**config.mk**
```make
export PLATFORM = sky130hd
export DESIGN_NAME = arith_op_sequencer_flat
export DESIGN_NICKNAME = d
export VERILOG_FILES = /design/src/rtl/arith_op_sequencer_if.sv /design/src/rtl/arith_op_sequencer.sv /design/src/flat_wrapper.sv
export SDC_FILE = /design/constraint.sdc
export NUM_CORES = 1
export LEC_CHECK = 0
export ABC_AREA = 1
export CORE_MARGIN = 4
export CORE_UTILIZATION = 53
export DETAILED_ROUTE_END_ITERATION = 8
export PLACE_DENSITY = 0.83
export RECOVER_POWER = 25
export SYNTH_ARGS = -nofsm -noshare
export SYNTH_HDL_FRONTEND = slang
export SYNTH_SLANG_ARGS = --single-unit
```
**constraint.sdc**
```tcl
create_clock -name clk -period 1.52 [get_ports clk]
set_input_delay 0.152 -clock clk [delete_from_list [all_inputs] [get_ports clk]]
set_output_delay 0.152 -clock clk [all_outputs]
set_load 0.01 [all_outputs]
```
**src/rtl/arith_op_sequencer_if.sv**
```systemverilog
// Datapath bus between the sequencer and the external add/subtract datapath.
//   dp_a, dp_b : registered operands driven by the sequencer
//   dp_sub     : 1 = subtract (datapath computes A + ~B + 1)
//   dp_sum     : combinational result from the datapath
//   dp_ovf     : signed overflow flag from the datapath
// master = sequencer side, slave = datapath side.
interface arith_op_sequencer_if #(
  parameter int unsigned WIDTH = 8
);
  logic [WIDTH-1:0] dp_a;
  logic [WIDTH-1:0] dp_b;
  logic             dp_sub;
  logic [WIDTH-1:0] dp_sum;
  logic             dp_ovf;

  modport master (output dp_a, output dp_b, output dp_sub, input dp_sum, input dp_ovf);
  modport slave  (input dp_a, input dp_b, input dp_sub, output dp_sum, output dp_ovf);
endinterface

```
**src/rtl/arith_op_sequencer.sv**
```systemverilog
// arith_op_sequencer: debounces the operator buttons, loads operands from the
// switches, issues add/subtract to the external datapath, captures the result
// and converts its magnitude to 3 BCD digits with a sequential double-dabble.
//
// Ports:
//   clk   system clock
//   rst   asynchronous active-low reset
//   dp    datapath bus (master): dp_a, dp_b, dp_sub out; dp_sum, dp_ovf in
//   sw    operand source switches
//   btn   raw buttons: [0] load A, [1] load B, [2] add, [3] subtract
//   bcd   magnitude of last result, hundreds in [11:8]
//   neg   last result negative
//   ovf   last result overflowed
//   busy  high during EXEC and CONV
//   done  one-cycle pulse when bcd/neg/ovf update
//
// Optional build macro RESULT_CHAIN_EN: on completion, dp_a takes the result so
// successive runs chain on the previous result.
module arith_op_sequencer #(
  parameter int unsigned DEBOUNCE_CYCLES = 100000,
  parameter int unsigned WIDTH           = 8
) (
  input  logic                        clk,
  input  logic                        rst,
  arith_op_sequencer_if.master        dp,
  input  logic [WIDTH-1:0]            sw,
  input  logic [3:0]                  btn,
  output logic [11:0]                 bcd,
  output logic                        neg,
  output logic                        ovf,
  output logic                        busy,
  output logic                        done
);

  localparam int unsigned CW  = $clog2(DEBOUNCE_CYCLES);
  localparam int unsigned SCW = $clog2(WIDTH);
  localparam logic [CW-1:0]  DB_MAX    = CW'(DEBOUNCE_CYCLES - 1);
  localparam logic [SCW-1:0] STEP_LAST = SCW'(WIDTH - 1);

  typedef enum logic [1:0] {IDLE, EXEC, CONV, DONE} state_t;

  state_t state_q, state_d;

  logic [3:0]    sync1, sync2, lvl, pulse;
  logic [CW-1:0] db_cnt [4];

  logic [WIDTH-1:0] mag;
  logic [11:0]      sh;
  logic [11:0]      dd_next;
  logic [SCW-1:0]   step;
  logic             neg_s;
  logic             ovf_s;
`ifdef RESULT_CHAIN_EN
  logic [WIDTH-1:0] raw;
`endif

  logic accept, run, last_step;

  // Synchronizer + debounce: the accepted level flips only after DB_MAX+1
  // consecutive cycles of a differing synchronized level; a rising flip
  // emits a single-cycle pulse.
  always_ff @(posedge clk or negedge rst) begin
    if (!rst) begin
      sync1 <= '0;
      sync2 <= '0;
      lvl   <= '0;
      pulse <= '0;
      for (int unsigned i = 0; i < 4; i++) db_cnt[i] <= '0;
    end else begin
      sync1 <= btn;
      sync2 <= sync1;
      pulse <= '0;
      for (int unsigned i = 0; i < 4; i++) begin
        if (sync2[i] == lvl[i]) begin
          db_cnt[i] <= '0;
        end else if (db_cnt[i] == DB_MAX) begin
          lvl[i]    <= sync2[i];
          db_cnt[i] <= '0;
          pulse[i]  <= sync2[i];
        end else begin
          db_cnt[i] <= db_cnt[i] + 1'b1;
        end
      end
    end
  end

  assign accept    = (state_q == IDLE) || (state_q == DONE);
  assign run       = accept && (pulse[2] || pulse[3]);
  assign last_step = (step == STEP_LAST);

  always_ff @(posedge clk or negedge rst) begin
    if (!rst) state_q <= IDLE;
    else      state_q <= state_d;
  end

  always_comb begin
    state_d = state_q;
    busy    = 1'b0;
    case (state_q)
      IDLE, DONE: if (run) state_d = EXEC;
      EXEC: begin
        busy    = 1'b1;
        state_d = CONV;
      end
      CONV: begin
        busy = 1'b1;
        if (last_step) state_d = DONE;
      end
      default: state_d = IDLE;
    endcase
  end

  // One double-dabble step: adjust digits >= 5, then shift in the next mag bit.
  always_comb begin
    logic [11:0] adj;
    adj = sh;
    for (int unsigned d = 0; d < 3; d++) begin
      if (adj[4*d +: 4] >= 4'd5) adj[4*d +: 4] = adj[4*d +: 4] + 4'd3;
    end
    dd_next = {adj[10:0], mag[WIDTH-1]};
  end

  always_ff @(posedge clk or negedge rst) begin
    if (!rst) begin
      dp.dp_a   <= '0;
      dp.dp_b   <= '0;
      dp.dp_sub <= 1'b0;
      mag       <= '0;
      sh        <= '0;
      step      <= '0;
      neg_s     <= 1'b0;
      ovf_s     <= 1'b0;
      bcd       <= '0;
      neg       <= 1'b0;
      ovf       <= 1'b0;
      done      <= 1'b0;
`ifdef RESULT_CHAIN_EN
      raw       <= '0;
`endif
    end else begin
      done <= 1'b0;
      // Loads land on the same edge as the run decision, so EXEC sees them.
      if (accept) begin
        if (pulse[0]) dp.dp_a <= sw;
        if (pulse[1]) dp.dp_b <= sw;
        if (run)      dp.dp_sub <= pulse[3];
      end
      case (state_q)
        EXEC: begin
          neg_s <= dp.dp_sum[WIDTH-1];
          ovf_s <= dp.dp_ovf;
          mag   <= dp.dp_sum[WIDTH-1] ? (~dp.dp_sum + 1'b1) : dp.dp_sum;
          sh    <= '0;
          step  <= '0;
`ifdef RESULT_CHAIN_EN
          raw   <= dp.dp_sum;
`endif
        end
        CONV: begin
          sh   <= dd_next;
          mag  <= {mag[WIDTH-2:0], 1'b0};
          step <= step + 1'b1;
          if (last_step) begin
            bcd  <= dd_next;
            neg  <= neg_s;
            ovf  <= ovf_s;
            done <= 1'b1;
`ifdef RESULT_CHAIN_EN
            dp.dp_a <= raw;
`endif
          end
        end
        default: ;
      endcase
    end
  end

endmodule

```
**src/flat_wrapper.sv**
```systemverilog
// flat-port wrapper written by rule: the top's interface ports become plain ports
module arith_op_sequencer_flat 
#(
  parameter int unsigned DEBOUNCE_CYCLES = 100000,
  parameter int unsigned WIDTH           = 8
)
  (clk, rst, sw, btn, bcd, neg, ovf, busy, done, dp_dp_a, dp_dp_b, dp_dp_sub, dp_dp_sum, dp_dp_ovf);
  arith_op_sequencer_if #(.WIDTH(WIDTH)) dp_i ();
  input  logic clk;
  input  logic rst;
  input  logic [WIDTH-1:0] sw;
  input  logic [3:0] btn;
  output logic [11:0] bcd;
  output logic neg;
  output logic ovf;
  output logic busy;
  output logic done;
  output wire logic [$bits(dp_i.dp_a)-1:0] dp_dp_a;
  output wire logic [$bits(dp_i.dp_b)-1:0] dp_dp_b;
  output wire logic [$bits(dp_i.dp_sub)-1:0] dp_dp_sub;
  input wire logic [$bits(dp_i.dp_sum)-1:0] dp_dp_sum;
  input wire logic [$bits(dp_i.dp_ovf)-1:0] dp_dp_ovf;
  assign dp_dp_a = dp_i.dp_a;
  assign dp_dp_b = dp_i.dp_b;
  assign dp_dp_sub = dp_i.dp_sub;
  assign dp_i.dp_sum = dp_dp_sum;
  assign dp_i.dp_ovf = dp_dp_ovf;
  arith_op_sequencer #(.DEBOUNCE_CYCLES(DEBOUNCE_CYCLES), .WIDTH(WIDTH)) u_core (.clk(clk), .rst(rst), .dp(dp_i), .sw(sw), .btn(btn), .bcd(bcd), .neg(neg), .ovf(ovf), .busy(busy), .done(done));
endmodule
```
### After elaboration in Yosys (flattened, before gate mapping)

Index checks and enable logic that the tools add are counted.

* register bits: 143
* bits of input ports: 23
* output and inout bits: 33

* bitwise logic cells: 5
* order comparisons: 3
* equality and inequality tests: 14
* multiplexer cells: 29
* reduce and logical (&&, ||, !) cells: 16
* add/subtract/negate cells: 9

Operator list (count)
* 17-bit two-way mux: 8
* 17-bit by 1-bit adder with 17-bit output (second input constant): 4
* 17-bit equality test (second input constant): 4
* 12-bit one-hot mux with 2 select lines: 1
* 2-bit AND reduction: 9
* 8-bit one-hot mux with 2 select lines: 1
* 4-bit by 3-bit greater-or-equal comparator with 1-bit output (second input constant): 3
* 1-bit two-way mux: 11
* 4-bit by 2-bit adder with 4-bit output (second input constant): 2
* 8-bit by 1-bit adder with 8-bit output (second input constant): 1
* 4-bit two-way mux: 2
* 8-bit two-way mux: 1
* 8-bit inverter: 1
* 2-bit one-hot mux with 3 select lines: 1
* 3-bit one-hot mux with 2 select lines: 1
* 1-bit equality test: 4
* 2-bit equality test (second input constant): 2
* 2-bit two-way mux: 2
* 2-bit by 1-bit inequality test with 1-bit output (second input constant): 2
* 1-bit inverter: 4
* 2-bit OR reduction: 2
* 3-bit by 1-bit adder with 3-bit output (second input constant): 1
* 3-bit by 2-bit adder with 3-bit output (second input constant): 1
* 3-bit equality test (second input constant): 1
* 6 further kinds: 7

### Longest topological paths before layout

Gate-level depths: netlist (run 1).

* depth after elaboration: 5
* depth in mapped cells: 9
* depth with buffers taken out: 9

### Worst setup path after synthesis (run 1)

OpenSTA, ideal clock, no wires.

* path kind: register to register
* start: register u_core.state_q[0]
* end: register u_core.mag[3]
* period minus slack after synthesis: 1413 ps
* arrival time: 1327 ps
* cell stages (with the launch flop): 9
* required time: 1433 ps
* setup time: 87 ps
* path buffers: 1
* setup slack: 107 ps
* path through: dfrtp_1 inv_1 ha_1 inv_2 buf_2 nand2_1 inv_1 nand2_1 o211ai_1

* longest elaborated chain between the ends: 2

RTL lines
* start: declaration: RTL line arith_op_sequencer.sv:42 `state_t state_q, state_d;`
* start signal: assignment: RTL line arith_op_sequencer.sv:93 `else state_q <= state_d;`
* 2-bit equality test or 2-bit by 1-bit equality test with 1-bit output (tied branches): RTL line arith_op_sequencer.sv:148 `case (state_q)`
* 8-bit one-hot mux with 2 select lines or 2-bit nonzero test (tied branches)
* end signal: assignment: RTL line arith_op_sequencer.sv:152 `mag <= dp.dp_sum[WIDTH-1] ? (~dp.dp_sum + 1'b1) : dp.dp_sum;`
* end signal: assignment: RTL line arith_op_sequencer.sv:161 `mag <= {mag[WIDTH-2:0], 1'b0};`
* end: declaration: RTL line arith_op_sequencer.sv:47 `logic [WIDTH-1:0] mag;`

Parallel ways exist; a longest one is shown, timed or not.
A chain may end at the register's enable or synchronous reset.

### Worst setup path in the final report (run 1)

* start: register u_core.dp.dp_a[4]
* end: output port dp_dp_a[4]

RTL lines
* start: declaration: RTL line arith_op_sequencer_if.sv:16 `modport master (output dp_a, output dp_b, output dp_sub, input dp_sum, input dp_ovf);`
* start signal: assignment: RTL line arith_op_sequencer.sv:144 `if (pulse[0]) dp.dp_a <= sw;`
* end: declaration: RTL line flat_wrapper.sv:18 `output wire logic [$bits(dp_i.dp_a)-1:0] dp_dp_a;`

No word-level cell between the ends.

==> results.yml, run 1 <==
setup_path:
  startpoint_type: "flop"
  worstPathMaxFanout: 2
  path_buf_inv: 1
  cp_cell_sequence: "clkdlybuf4s50_1"
  arrival_ns: 1.32
  cp_slowest_cell: "clkdlybuf4s50_1"
  crit_family: "buffers and inverters"
  cp-end-kind: "primary output"
  cp.required_ns: 1.37
  worstSetupPathType: "reg2out"
  max_stage_delay_ns: 0.54
floorplan:
  die_width_microns: 124
  rows: 42
  dieArea_sq_mm: 0.0153
  dieHeight_microns: 124
  core_area_sq_mm: 0.0132
  initial_core_util: 0.538
  num_io_pins: 56
clock_network:
  htreeDepth: 4
  path_clk_slew_ns: 0.06
  clock_path_buffers: 2
  clk_latency_ns: 0.43
  cts_tree: "done"
  cts_root_buf: "clkbuf_16"
  clock_sinks: 143
  numCtsBuffers: 17
sta:
  fmax_mhz: 679
  worst_pin_slew_ns: 0.726
  finalSetupViolCount: 0
  min_period_over_period: 0.968
  final.min_clock_period_ns: 1.47
  hold_viol_final: 0
  setup_slack_ns: 0.0480
  slew-limit-headroom: 0.516
  slew_viol_final: 0
  rsz0062_at_grt: "yes"
  clock_skew_ns: 0.00692
logic_synthesis:
  yosysUniqueCellTypes: 27
  synth_seq_area_share: 0.504
  synth_warnings: 0
  synthCells: 909
  avgSynthCellArea_sq_um: 7.81
  synth_nets: 947
  synth_seq_cells: 143
  synth_area_sq_mm: 0.00710
route:
  firstDrtPassIters: 5
  drc: 0
  drt-vias-per-instance: 5.08
  drtAntennaViolNets: 0
  drt_iter0_drc: 503
  routed_wl_microns: 15500
  vias: 6076
  wl_per_cell_microns: 12.9
grt:
  grt_max_degree: 53
  grt_first_pass_wirelength_microns: 26500
  antenna_found_initial: 0
  grt_overflow_total: 0
  grt_pass1_vias: 5871
  grtUsageTotal: 0.220
layout:
  fin_cells: 1196
  fillers: 1012
  layout-drive-gt1-share: 0.111
  mostFrequentLayoutCells: "nand2_1, nor2_1, dfrtp_1"
  syn_to_final_growth_pct: 25.1
  nets: 1046
  num_antenna_cells: 0
  final_common_cell: "nand2_1"
  finalInstanceArea_sq_mm: 0.00887
placed_design:
  place_ws_ns: 0.0180
  gp_congestion: 0.939
  dp.cells: 1163
  placed_area_sq_mm: 0.00811
  io_buffers: 55
  dp.final_hpwl_microns: 10900
power:
  leakage_nw: 4.27
  peakVddDrop_uv: 768
  p_per_area_mw_per_mm2: 968
  power_mw: 8.59
min_path:
  hold_class: "in2reg"
job:
  maxCapViolations: 0
run_status:
  status: "completed"
==> per-stage QoR <==
step / utilization / hold slack, ns / setup TNS [ns]
2_1_floorplan: - / -0.144 / 0
3_5_place_dp: 0.615 / 0.0360 / 0
3_3_place_gp: 0.615 / 0.0345 / 0
6_report: 0.673 / 0.278 / 0
4_1_cts: 0.664 / 0.155 / 0
5_1_grt: 0.673 / 0.271 / -0.0588
==> synthesized netlist by cell type <==
cell type / number / area share
ha_1: 15 / 0.026
clkbuf_1: 5 / 0.0026
nor3b_1: 2 / 0.0021
o21bai_1: 5 / 0.0053
a22o_1: 2 / 0.0025
inv_1: 116 / 0.061
inv_2: 6 / 0.0032
nand2_1: 218 / 0.12
a21oi_1: 15 / 0.011
nand3b_1: 2 / 0.0021
dfrtp_1: 143 / 0.50
o221ai_1: 2 / 0.0025
o211ai_1: 3 / 0.0032
nor2_2: 6 / 0.0053
buf_2: 4 / 0.0028
nand4_1: 7 / 0.0062
nor3_1: 8 / 0.0056
nand3_2: 2 / 0.0028
nand3_1: 58 / 0.041
o22ai_1: 9 / 0.0079
o21ai_0: 63 / 0.044
xor2_2: 2 / 0.0046
a31oi_1: 3 / 0.0026
xnor2_1: 7 / 0.0086
nor2_1: 178 / 0.094
xor2_1: 22 / 0.027
nand2_2: 6 / 0.0053
==> timing repair <==
action / in CTS / in global routing
setup buffers: 0 / 1
pin swaps: 0 / 1
resized for setup: 8 / 48
endpoints found under the setup margin: 3 / 66
endpoints found under the hold margin: 143 / 0
hold buffers: 1 / 0
==> routing by layer <==
layer | vias up | track usage | wire length, microns
met5 | - | 0 | 0
met4 | 0 | 0.0782 | 284
met3 | 29 | 0.0563 | 784
met2 | 157 | 0.362 | 7650
met1 | 2828 | 0.282 | 6760
li1 | 3062 | - | -
==> state kept, by name, indices dropped and copies added, names as in the netlist, 2 cells and up <==
name,count
u_core.dp.dp_a,8
u_core.dp.dp_b,8
u_core.state_q,2
u_core.sync2,4
u_core.bcd,12
u_core.lvl,4
u_core.pulse,4
u_core.db_cnt,68
u_core.mag,8
u_core.step,3
u_core.sync1,4
u_core.sh,12
==> path summary, 6_finish.rpt <==
kind	endpoint	from	cells after the start	slack, ns
max	dp_dp_a[4]	u_core.dp.dp_a[4]	1	0.05
min	u_core.sync1[1]	btn[1]	1	0.28
max reg2reg	u_core.state_q[0]	u_core.state_q[0]	6	0.06
min reg2reg	u_core.sync2[2]	u_core.sync1[2]	0	0.35
max in group asynchronous	u_core.bcd[5]	rst	3	0.37
min in group asynchronous	u_core.db_cnt[21]	rst	2	0.31
==> area by class of cell <==
type	instances	area, sq um	area share
clock buffers	22	474	0.0534
clock inverters	9	155	0.0175
inverters	122	460	0.0519
multi-input cells	635	3130	0.352
flip-flops and latches	143	3580	0.403
well taps	176	220	0.0248
repair buffers	89	856	0.0964
==> where the power goes <==
| part | internal, mW | leakage (nW) | switching [mW] | total, mW |
|---|---|---|---|---|
| Sequential | 3.85 | 1.84 | 0.0284 | 3.88 |
| Combinational | 0.120 | 2.12 | 0.180 | 0.300 |
| Clock | 2.87 | 0.307 | 1.55 | 4.41 |
| Total | 6.84 | 4.27 | 1.75 | 8.59 |
==> logic make-up after synthesis <==
group | after synthesis | share of synthesized area
and+or+nand+nor | 487 | 0.280
DFF | 143 | 0.504
buffers and inverters | 131 | 0.0700
AOI/OAI and AO/OA | 102 | 0.0790
xor gates and xnor gates | 31 | 0.0404
adders and majority gates | 15 | 0.0265
Power figures use the tool's default switching activity.
==> run 2, diff against run 1 <==
--- a/config.mk
+++ b/config.mk
@@ -6,7 +6,7 @@
 export NUM_CORES = 1
 export LEC_CHECK = 0
 export ABC_AREA = 1
-export CORE_MARGIN = 4
+export CORE_MARGIN = 8
 export CORE_UTILIZATION = 53
 export DETAILED_ROUTE_END_ITERATION = 8
 export PLACE_DENSITY = 0.83
==> results.yml, run 2 (synthesis gave the netlist of run 1 again) <==
run_status:
  status: "completed"
clock_network:
  clock_sinks: 143
  clock_path_buffers: 2
  htreeDepth: 4
  numCtsBuffers: 17
  path_clk_slew_ns: 0.05
  cts_tree: "done"
  clk_latency_ns: 0.42
  cts_root_buf: "clkbuf_16"
setup_path:
  worstSetupPathType: "reg2reg"
  cp.required_ns: 1.83
  max_stage_delay_ns: 0.39
  reg2reg_from: "u_core.db_cnt[52]"
  startpoint_type: "flop"
  cp_slowest_cell: "dfrtp_1"
  timing.rr.end: "u_core.db_cnt[51]"
  cp-end-kind: "flop"
  arrival_ns: 1.82
  worstPathMaxFanout: 5
  ff2ff_path_depth: 8
  path_buf_inv: 1
  cp_cell_sequence: "ha_4 -> nand2_1 -> nor2_2 -> nand3_2 -> nor2_4 -> inv_1 -> nand2_2 -> nor2_1"
  crit_family: "simple AND/OR/NAND/NOR gates"
  rrSetupSlack_ns: 0.008
grt:
  antenna_found_initial: 0
  grt_first_pass_wirelength_microns: 27300
  grt_pass1_vias: 6067
  grtUsageTotal: 0.189
  grt_max_degree: 45
  grt_overflow_total: 0
route:
  drt-vias-per-instance: 5.18
  drtAntennaViolNets: 0
  firstDrtPassIters: 5
  wl_per_cell_microns: 13.5
  drt_iter0_drc: 547
  vias: 6237
  routed_wl_microns: 16200
  drc: 0
floorplan:
  num_io_pins: 56
  dieArea_sq_mm: 0.0173
  dieHeight_microns: 132
  die_width_microns: 132
  core_area_sq_mm: 0.0131
  rows: 42
  initial_core_util: 0.540
sta:
  min_period_over_period: 0.995
  final.min_clock_period_ns: 1.51
  clock_skew_ns: 0.0111
  slew_viol_final: 0
  fmax_mhz: 661
  rsz0062_at_grt: "yes"
  hold_viol_final: 0
  finalSetupViolCount: 0
  worst_pin_slew_ns: 0.459
  slew-limit-headroom: 0.692
layout:
  reg_top3: "u_core.db_cnt: 68 flops, u_core.bcd: 12 flops, u_core.sh: 12 flops"
  layout-drive-gt1-share: 0.112
  syn_to_final_growth_pct: 24.5
  largest_register_ffs: 68
  num_antenna_cells: 0
  nets: 1055
  final_common_cell: "nand2_1"
  post-route-util: 0.672
  top_register: "u_core.db_cnt"
  fillers: 1052
  mostFrequentLayoutCells: "nand2_1, nor2_1, dfrtp_1"
power:
  p_per_area_mw_per_mm2: 883
  leakage_nw: 4.18
  peakVddDrop_uv: 762
  power_mw: 7.80
placed_design:
  gp_congestion: 0.909
  io_buffers: 55
  dp.final_hpwl_microns: 11300
job:
  maxCapViolations: 0
min_path:
  hold_class: "in2async"
run 2: changes by cell type in the layout (fill, tap and decap cells not counted), sizes merged:
| cell | before | now |
|---|---|---|
| clkdlybuf4s50 | 38 | 46 |
| inv | 124 | 122 |
| clkbuf | 24 | 29 |
| clkinv | 2 | 1 |
| dlymetal6s2s | 9 | 1 |
| bufinv | 4 | 0 |
| clkinvlp | 1 | 0 |
| buf | 33 | 43 |
run 2: worst reg2reg max path, stage by stage, from the launching register on:
cell	delay (ns)
dfrtp_1	0.39
ha_4	0.16
nand2_1	0.10
nor2_2	0.21
nand3_2	0.13
nor2_4	0.16
inv_1	0.08
nand2_2	0.12
nor2_1	0.06
run 2: layout make-up:
type | count | area (sq um) | area share
clock buffer | 28 | 497 | 0.0562
clock inverter | 1 | 5.00 | 0.000566
inverter | 122 | 458 | 0.0518
multi-input combinational | 635 | 3130 | 0.354
sequential | 143 | 3580 | 0.405
tap | 176 | 220 | 0.0249
timing repair buffer | 98 | 948 | 0.107
run 2: worst max path at each step:
stage / startpoint / to / slack (ns) / cells past startpoint
after floorplan: u_core.state_q[0] / u_core.mag[3] / 0.11 / 8
after detailed placement: u_core.state_q[0] / u_core.dp.dp_b[6] / 0.01 / 7
after global placement: u_core.state_q[0] / busy / 0.06 / 4
final: u_core.db_cnt[52] / u_core.db_cnt[51] / 0.008 / 8
after CTS: u_core.neg / neg / 0.01 / 1
after global routing: u_core.db_cnt[52] / u_core.db_cnt[56] / -0.08 / 8
run 2: report_power, final:
group	total (mW)	internal [mW]	leakage, nW	switching [mW]
clock	3.61	2.18	0.244	1.42
combinational	0.311	0.127	2.09	0.184
sequential	3.88	3.85	1.84	0.0290
run 2: repair_timing:
action	in CTS	in global routing
hold buffers	1	0
pin swaps	0	13
setup endpoints to repair	5	59
gates resized for setup	9	40
setup buffers	1	9
hold endpoints to repair	39	0
run 2: routing by layer:
metal / track usage / part of all wire / up-vias
li1: - / - / 3074
met1: 0.229 / 0.44 / 2965
met2: 0.321 / 0.49 / 165
met3: 0.0454 / 0.042 / 33
met4: 0.0708 / 0.020 / 0
met5: 0 / 0 / -
run 2: metrics by stage:
step	cells	setup TNS [ns]	hold slack, ns	worst slack (ns)	cell area, sq um
global placement	1163	0	0.105	0.0626	8130
CTS	1194	0	0.155	0.0118	8660
floorplan	909	0	-0.144	0.107	7100
global route	1203	-0.955	0.269	-0.0777	8830
detailed placement	1163	0	0.105	0.0112	8130
finish	1203	0	0.225	0.00818	8830
==> run 3, diff against run 2 <==
--- a/config.mk
+++ b/config.mk
@@ -8,6 +8,7 @@
 export ABC_AREA = 1
 export CORE_MARGIN = 8
 export CORE_UTILIZATION = 53
+export CTS_CLUSTER_DIAMETER = 80
 export DETAILED_ROUTE_END_ITERATION = 8
 export PLACE_DENSITY = 0.83
 export RECOVER_POWER = 25
==> results of run 3 <==
The final DEF is identical to that of run 2; final timing and power are the same.
